File: src/rtl/mem_fill_pkg.sv
// Shared types and derived-constant helpers for the block-fill memory arbiter.
package mem_fill_pkg;

  typedef enum logic [1:0] {
    IDLE,
    ISSUE,
    XFER,
    RESP
  } state_e;

  function automatic int unsigned calc_words(input int unsigned block_size,
                                             input int unsigned bus_width);
    return block_size / bus_width;
  endfunction

  function automatic int unsigned calc_offset_bits(input int unsigned block_size);
    return $clog2(block_size / 8);
  endfunction

  function automatic int unsigned calc_wshift(input int unsigned bus_width);
    return $clog2(bus_width / 8);
  endfunction

  function automatic int unsigned calc_cnt_width(input int unsigned words);
    return $clog2(words + 1);
  endfunction

  function automatic int unsigned calc_idx_width(input int unsigned n);
    return (n > 1) ? $clog2(n) : 1;
  endfunction

endpackage

File: src/rtl/mem_fill_arbiter_rr_arbiter.sv
// Combinational round-robin picker: first requester above the last grant, with wrap.
module rr_arbiter
  import mem_fill_pkg::*;
#(
  parameter int unsigned NUM_PORTS = 2,
  localparam int unsigned IDX_W = calc_idx_width(NUM_PORTS)
) (
  input  logic [NUM_PORTS-1:0] req_i,
  input  logic [IDX_W-1:0]     last_i,
  output logic [NUM_PORTS-1:0] grant_o,
  output logic [IDX_W-1:0]     idx_o
);

  logic found;

  // Constant-index double loop keeps every select static.
  always_comb begin
    grant_o = '0;
    idx_o   = '0;
    found   = 1'b0;
    for (int unsigned k = 1; k <= NUM_PORTS; k++) begin
      for (int unsigned q = 0; q < NUM_PORTS; q++) begin
        if (!found && req_i[q] && ((32'(last_i) + k) % NUM_PORTS == q)) begin
          grant_o[q] = 1'b1;
          idx_o      = IDX_W'(q);
          found      = 1'b1;
        end
      end
    end
  end

endmodule

File: src/rtl/mem_fill_arbiter.sv
// Round-robin block requester arbiter moving one cacheline per transaction
// over a narrow external word bus.
module mem_fill_arbiter
  import mem_fill_pkg::*;
#(
  parameter int unsigned NUM_PORTS      = 2,
  parameter int unsigned ADDR_WIDTH     = 64,
  parameter int unsigned MEM_ADDR_WIDTH = 16,
  parameter int unsigned BUS_WIDTH      = 32,
  parameter int unsigned BLOCK_SIZE     = 256
) (
  input  logic                            clock_i,
  input  logic                            reset_i,
  input  logic [NUM_PORTS-1:0]            reqValid_i,
  input  logic [NUM_PORTS*ADDR_WIDTH-1:0] reqAddress_i,
  input  logic [NUM_PORTS-1:0]            reqIsWrite_i,
  input  logic [NUM_PORTS*BLOCK_SIZE-1:0] reqBlock_i,
  output logic [NUM_PORTS-1:0]            reqReady_o,
  input  logic                            flush_i,
  output logic [NUM_PORTS-1:0]            respValid_o,
  output logic [ADDR_WIDTH-1:0]           respAddress_o,
  output logic [BLOCK_SIZE-1:0]           respBlock_o,
  output logic                            busy_o,
  output logic                            memRequest_o,
  output logic                            memIsWrite_o,
  output logic [MEM_ADDR_WIDTH-1:0]       memAddress_o,
  output logic [BUS_WIDTH-1:0]            memData_o,
  input  logic [BUS_WIDTH-1:0]            memData_i,
  input  logic                            memValid_i
);

  localparam int unsigned WORDS       = calc_words(BLOCK_SIZE, BUS_WIDTH);
  localparam int unsigned OFFSET_BITS = calc_offset_bits(BLOCK_SIZE);
  localparam int unsigned WSHIFT      = calc_wshift(BUS_WIDTH);
  localparam int unsigned CNT_W       = calc_cnt_width(WORDS);
  localparam int unsigned IDX_W       = calc_idx_width(NUM_PORTS);
  localparam logic [ADDR_WIDTH-1:0] OFFSET_MASK = ADDR_WIDTH'((64'd1 << OFFSET_BITS) - 64'd1);

  state_e                    state_q;
  logic [IDX_W-1:0]          port_q;
  logic [IDX_W-1:0]          lastGrant_q;
  logic [ADDR_WIDTH-1:0]     addr_q;
  logic                      isWrite_q;
  logic [BLOCK_SIZE-1:0]     block_q;
  logic [MEM_ADDR_WIDTH-1:0] base_q;
  logic [CNT_W-1:0]          cnt_q;
  logic                      discard_q;

  logic [NUM_PORTS-1:0]      grant_d;
  logic [IDX_W-1:0]          grantIdx_d;
  logic                      accept_d;
  logic                      readFlush_d;
  logic                      lastWord_d;
  logic [ADDR_WIDTH-1:0]     selAddr_d;
  logic [ADDR_WIDTH-1:0]     alignedAddr_d;
  logic [BLOCK_SIZE-1:0]     selBlock_d;
  logic                      selWrite_d;
  logic [BUS_WIDTH-1:0]      inWord_d;

  rr_arbiter #(
    .NUM_PORTS(NUM_PORTS)
  ) u_rr_arbiter (
    .req_i  (reqValid_i),
    .last_i (lastGrant_q),
    .grant_o(grant_d),
    .idx_o  (grantIdx_d)
  );

  always_comb begin
    selAddr_d  = '0;
    selBlock_d = '0;
    selWrite_d = 1'b0;
    for (int unsigned p = 0; p < NUM_PORTS; p++) begin
      if (grant_d[p]) begin
        selAddr_d  = reqAddress_i[p*ADDR_WIDTH +: ADDR_WIDTH];
        selBlock_d = reqBlock_i[p*BLOCK_SIZE +: BLOCK_SIZE];
        selWrite_d = reqIsWrite_i[p];
      end
    end
  end

  assign alignedAddr_d = selAddr_d & ~OFFSET_MASK;
  assign accept_d      = (state_q == IDLE) && !reset_i && !flush_i && (|reqValid_i);
  assign readFlush_d   = flush_i && !isWrite_q;
  assign lastWord_d    = (cnt_q == CNT_W'(WORDS - 1));
  // Writes rotate the latched block so the outgoing word is always on top and the
  // original block is restored after WORDS beats; reads shift the incoming word in.
  assign inWord_d      = isWrite_q ? block_q[BLOCK_SIZE-1 -: BUS_WIDTH] : memData_i;

  always_ff @(posedge clock_i) begin
    if (reset_i) begin
      state_q     <= IDLE;
      port_q      <= '0;
      lastGrant_q <= IDX_W'(NUM_PORTS - 1);
      addr_q      <= '0;
      isWrite_q   <= 1'b0;
      block_q     <= '0;
      base_q      <= '0;
      cnt_q       <= '0;
      discard_q   <= 1'b0;
    end else begin
      case (state_q)
        IDLE: begin
          if (accept_d) begin
            port_q    <= grantIdx_d;
            addr_q    <= alignedAddr_d;
            isWrite_q <= selWrite_d;
            block_q   <= selBlock_d;
            base_q    <= MEM_ADDR_WIDTH'(alignedAddr_d >> WSHIFT);
            cnt_q     <= '0;
            discard_q <= 1'b0;
            state_q   <= ISSUE;
          end
        end
        ISSUE: begin
          if (readFlush_d) discard_q <= 1'b1;
          state_q <= XFER;
        end
        XFER: begin
          if (readFlush_d) discard_q <= 1'b1;
          if (memValid_i) begin
            block_q <= (block_q << BUS_WIDTH) | BLOCK_SIZE'(inWord_d);
            cnt_q   <= cnt_q + CNT_W'(1);
            if (lastWord_d) state_q <= RESP;
          end
        end
        RESP: begin
          lastGrant_q <= port_q;
          state_q     <= IDLE;
        end
        default: state_q <= IDLE;
      endcase
    end
  end

  assign reqReady_o    = accept_d ? grant_d : '0;
  assign busy_o        = (state_q != IDLE);
  assign memRequest_o  = (state_q == ISSUE);
  assign memIsWrite_o  = ((state_q == ISSUE) || (state_q == XFER)) && isWrite_q;
  assign memAddress_o  = ((state_q == ISSUE) || (state_q == XFER))
                         ? base_q + MEM_ADDR_WIDTH'(cnt_q) : '0;
  assign memData_o     = ((state_q == XFER) && isWrite_q) ? block_q[BLOCK_SIZE-1 -: BUS_WIDTH] : '0;
  assign respValid_o   = ((state_q == RESP) && !discard_q && !readFlush_d)
                         ? (NUM_PORTS'(1) << port_q) : '0;
  assign respAddress_o = (state_q == RESP) ? addr_q : '0;
  assign respBlock_o   = (state_q == RESP) ? block_q : '0;

endmodule

File: config.mk
export PLATFORM = sky130hd
export DESIGN_NAME = mem_fill_arbiter
export DESIGN_NICKNAME = d
export VERILOG_FILES = /design/src/rtl/mem_fill_pkg.sv /design/src/rtl/mem_fill_arbiter_rr_arbiter.sv /design/src/rtl/mem_fill_arbiter.sv
export SDC_FILE = /design/constraint.sdc
export NUM_CORES = 1
export LEC_CHECK = 0
export ABC_AREA = 1
export CELL_PAD_IN_SITES_DETAIL_PLACEMENT = 0
export CELL_PAD_IN_SITES_GLOBAL_PLACEMENT = 1
export CORE_AREA = 2 2 406 408
export CTS_CLUSTER_DIAMETER = 200
export DETAILED_ROUTE_END_ITERATION = 8
export DIE_AREA = 0 0 408 410
export PLACE_DENSITY_LB_ADDON = 0.12
export SETUP_SLACK_MARGIN = 0.15
export SYNTH_ARGS = -nofsm -noshare
export SYNTH_HDL_FRONTEND = slang
export SYNTH_HIERARCHICAL = 1
export SYNTH_SLANG_ARGS = --single-unit
File: constraint.sdc
create_clock -name clock_i -period 5.24 [get_ports clock_i]
set_input_delay 0.524 -clock clock_i [delete_from_list [all_inputs] [get_ports clock_i]]
set_output_delay 0.524 -clock clock_i [all_outputs]
set_load 0.01 [all_outputs]
== After elaboration in Yosys (flattened, before gate mapping) ==
Cells that the tools add are included.
Storage, ports and cells
  bits of input ports: 680
  logic and storage cells: 93
  register bits: 338
  output and inout bits: 375
Cells by class
  add/sub/neg operators: 4
  muxes and demuxes: 34
  bitwise operators: 1
  reduce and logical (&&, ||, !) cells: 36
  shifts and indexed selects: 1
  equal/unequal tests: 8
Operators by type and width (number)
  256-bit two-way mux: 5
  256-bit one-hot mux with 2 select lines: 1
  256-bit by 32-bit OR with 256-bit output: 1
  64-bit two-way mux: 3
  32-bit logical NOT: 2
  32-bit two-way mux: 2
  16-bit by 4-bit adder with 16-bit output: 1
  16-bit two-way mux: 1
  1-bit logical AND: 15
  1-bit two-way mux: 12
  2-bit two-way mux: 5
  3-bit AND reduction: 3
  1-bit logical NOT: 8
  4-bit two-way mux: 2
  2-bit one-hot mux with 4 select lines: 1
  4-bit one-hot mux with 2 select lines: 1
  2-bit inequality test, second input constant: 3
  2-bit nonzero test: 3
  4-bit by 1-bit adder with 4-bit output, second input constant: 1
  2-bit equality test, second input constant: 2
  4-bit by 3-bit equality test with 1-bit output, second input constant: 1
  2-bit OR reduction: 2
  1-bit adder, second input constant: 2
  2-bit by 1-bit equality test with 1-bit output, second input constant: 1
  6 further kinds: 6

== Depth between registers and ports, before layout ==
  depth in word-level cells: 19
  depth in mapped cells: 12

== Hierarchy ==
Netlist, hierarchy kept.
By module, submodules not included
  mem_fill_arbiter: cells each 4234, times used 1, seq. area each 6506.2 um^2, area each 23035.8 um^2
  rr_arbiter: cells each 5, times used 1, seq. area each 0.0 um^2, area each 35.0 um^2

== Worst setup path after synthesis ==
No wires, ideal clock.
  kind: input to output
  from: input port reqValid_i[1]
  to: output port reqReady_o[1]
  setup slack: 3.072 ns
  required time: 4.716 ns
  stages on the path: 7
  data arrival time: 1.644 ns
  cell sequence: a21boi_2 buf_4 buf_2 buf_2 clkbuf_1 inv_1 nor2_1
On the way
  longest elaborated chain between the ends: 12
RTL lines
  start, declared: RTL line mem_fill_arbiter.sv:14  | input logic [NUM_PORTS-1:0] reqValid_i,
  1-bit logical AND (2 in series): RTL line mem_fill_arbiter_rr_arbiter.sv:23  | if (!found && req_i[q] && ((32'(last_i) + k) % NUM_PORTS == q)) begin
  1-bit two-way mux: RTL line mem_fill_arbiter_rr_arbiter.sv:23
  1-bit logical NOT: RTL line mem_fill_arbiter_rr_arbiter.sv:23
  1-bit logical AND (2 in series): RTL line mem_fill_arbiter_rr_arbiter.sv:23
  1-bit two-way mux: RTL line mem_fill_arbiter_rr_arbiter.sv:23
  1-bit logical NOT: RTL line mem_fill_arbiter_rr_arbiter.sv:23
  1-bit logical AND (2 in series): RTL line mem_fill_arbiter_rr_arbiter.sv:23
  1-bit two-way mux *: RTL line mem_fill_arbiter_rr_arbiter.sv:23
  net grant_d[1]: RTL line mem_fill_arbiter.sv:49  | logic [NUM_PORTS-1:0] grant_d;
  2-bit two-way mux *: RTL line mem_fill_arbiter.sv:136  | assign reqReady_o = accept_d ? grant_d : '0;
  end, declared: RTL line mem_fill_arbiter.sv:18  | output logic [NUM_PORTS-1:0] reqReady_o,
Mark *: on every way through the listed nets, which the timed path passes. The rest lies on a longest branch.

== Worst setup path in the final report ==
  from: register state_q[0]
  to: output port memData_o[3]
On the way
  longest elaborated chain between the ends: 3
RTL lines
  start, declared: RTL line mem_fill_arbiter.sv:39  | state_e state_q;
  start signal, assigned: RTL line mem_fill_arbiter.sv:92  | state_q <= IDLE;
  start signal, assigned: RTL line mem_fill_arbiter.sv:112  | state_q <= ISSUE;
  start signal, assigned: RTL line mem_fill_arbiter.sv:117  | state_q <= XFER;
  2-bit equality test: RTL line mem_fill_arbiter.sv:142  | assign memData_o = ((state_q == XFER) && isWrite_q) ? block_q[BLOCK_SIZE-1 -: BUS_WIDTH] : '0;
  1-bit logical AND: RTL line mem_fill_arbiter.sv:142
  32-bit two-way mux: RTL line mem_fill_arbiter.sv:142
  end, declared: RTL line mem_fill_arbiter.sv:27  | output logic [BUS_WIDTH-1:0] memData_o,
Every way passes these cells.

==> results.json <==
{
  "status": "finished, final reports clean",
  "grt_max_degree": 132,
  "cts-hold-fix-buffers": 0,
  "hold_class": "input port to flip-flop",
  "period_minus_slack_ps": 4230,
  "layout_common_cells": "nand2_1 (1,809), clkdlybuf4s50_1 (1,038), a21oi_1 (554)",
  "crit_type": "flip-flop to output pin",
  "drt_iter0_drc": 1507,
  "vias": 28800,
  "fin_tns_setup_ps": 0,
  "core_area_um2": 163000,
  "ys_warn_count": 6,
  "die_x_um": 408,
  "die_area_um2": 167000,
  "grt_overflow": 0,
  "cts_tree": "yes",
  "io_pins": 1055,
  "grt_pass1_wl_mm": 229,
  "drv_cap": 0,
  "synth_cell_types": 28,
  "grt_pass1_vias": 29000,
  "power.density_nw_per_um2": 490,
  "via_per_inst": 3.95,
  "routed_wl_mm": 168,
  "yosysSeqAreaShare": 0.282,
  "post_cts_buffers": 0,
  "setup_viol": 0,
  "avgSynthCellArea_um2": 5.44,
  "ys_top_cells_by_area": "nand2_1 (29%), dfxtp_1 (28%), a21oi_1 (12%)",
  "final_max_slew_viol_count": 0,
  "layout.nets": 5747,
  "critPathRequiredTime_ps": 4720,
  "critPathLaunchType": "flip-flop",
  "firstDrtPassIters": 5,
  "slew_headroom": 0.252,
  "crit_path_top_delay_cell": "clkdlybuf4s50_1",
  "syn-instance-count": 4239,
  "drc_errors": 0,
  "fmax_mhz": 237,
  "clkSlewWorstSetupHoldPaths_ps": 60,
  "worstSetupEndpointType": "output pin",
  "synthesis.area_um2": 23100,
  "finClkSkew_ps": 36.6,
  "finalCritPeriodShare": 0.807,
  "tightest_slew_ps": 1120,
  "post-place-ws_ps": 1400,
  "cts_buffers": 49,
  "numClockSinks": 325,
  "layout_setup_ws_ps": 1010,
  "ys_ff_latch": 325,
  "htree_num_levels": 2,
  "crit_chain": "inv_1, ha_4, nand2_2, buf_4, nor2_1, clkdlybuf4s50_1",
  "rsz0062_at_grt": "false",
  "wl_per_cell_um": 23.0,
  "postRouteAntennaNets": 0,
  "power.leakage_nw": 17.6,
  "dp_hpwl_mm": 130,
  "syn_to_final_growth_pct": 61.1,
  "layout_commonest_cell": "nand2_1",
  "antenna_found_initial": 15,
  "ir_drop_mv": 0.457,
  "finalNonFillerCells": 7294,
  "port_buffers": 1039,
  "grt.total_usage": 0.191,
  "yosys.area.top_type": "nand2_1",
  "path_max_fanout": 39,
  "nFillCells": 19100,
  "die_y_um": 410,
  "post_cts_resized": 0,
  "synth_top_area_frac": 0.295,
  "gp_congestion": 0.841,
  "cpPeakStageDelay_ps": 720,
  "worstPathArrival_ps": 3700,
  "fin_util": 0.227,
  "drive_gt1_frac": 0.0506,
  "dp_cells": 7197,
  "rows": 149,
  "clockBufferDepth": 3,
  "cts_root_buffer": "clkbuf_16",
  "clk_latency_ps": 630,
  "initial_core_util": 0.141,
  "hold_viol_final": 0
}
## power breakdown
| part | switching, mW | leakage [nW] | internal [mW] | total, mW |
|---|---|---|---|---|
| registers | 1.16 | 2.67 | 3.58 | 4.75 |
| clock network | 1.42 | 0.850 | 2.21 | 3.63 |
| logic | 6.58 | 14.1 | 3.27 | 9.85 |
| total | 9.16 | 17.6 | 9.06 | 18.2 |
## worst max-delay path, delay by kind of cell, from the launching register on
family	cells	cell delay [ps]
adder cells (fa/ha/maj)	1	510
buffers and inverters	3	1230
flip-flops	1	360
AND/OR/NAND/NOR	2	960
## area by class of cell
class                           count  area, um^2  area share
Tap cell                         2189        2740      0.0737
Antenna cell                        6        15.0    0.000404
Clock inverter                     11         163     0.00438
Timing Repair Buffer             1092       11000       0.296
Multi-Input combinational cell   3178       13600       0.366
Inverter                          413        1570      0.0421
Sequential cell                   325        6510       0.175
Clock buffer                       80        1560      0.0419
## through the flow
stage | hold slack [ps] | total power [mW] | area (um^2)
2_1_floorplan | 444 | 10.7 | 23100
3_3_place_gp | 454 | 15.0 | 35400
3_5_place_dp | 456 | 14.9 | 35400
4_1_cts | 355 | 18.7 | 37100
5_1_grt | 389 | 19.9 | 37100
6_report | 398 | 18.2 | 37200
## cells in the mapped netlist, drive strengths merged
cell       n
nand2   1812
a21oi    555
inv      412
nor2     345
dfxtp    325
nand3    241
buf      200
or2      192
clkbuf   127
ha         8
o21ai      7
nor3       6
nand4      4
a21boi     1
a31oi      1
clkinv     1
conb       1
o211ai     1
## per-layer routing
metal  vias up  GRT usage  wire length, um
met2       674      0.346            84500
met4         4     0.0424             3400
met5         -          0               26
met1     13500      0.232            71100
met3       120     0.0369             8630
li1      14600          -                -
## path summary, 6_finish.rpt
kind	depth (start not counted)	startpoint	slack, ps	to
max	6	state_q[0]	1010	memData_o[3]
min	4	reset_i	400	block_q[0]
max reg2reg	10	state_q[0]	1400	block_q[125]
min reg2reg	2	addr_q[43]	460	addr_q[43]
## flip-flops by register name, summed over array words and instances (netlist names)
register	count
block_q	256
addr_q	47
base_q	12
cnt_q	4
state_q	2
discard_q	1
isWrite_q	1
lastGrant_q	1
port_q	1
## logic make-up after synthesis
| logic type | count (synthesis) | share of synthesized area |
|---|---|---|
| compound gates | 565 | 0.123 |
| fa+ha+maj | 8 | 0.00434 |
| buf+inv | 740 | 0.132 |
| flops | 325 | 0.282 |
| other cells | 1 | 0.000163 |
| simple gates | 2600 | 0.458 |
(Power assumes the default switching activity.)
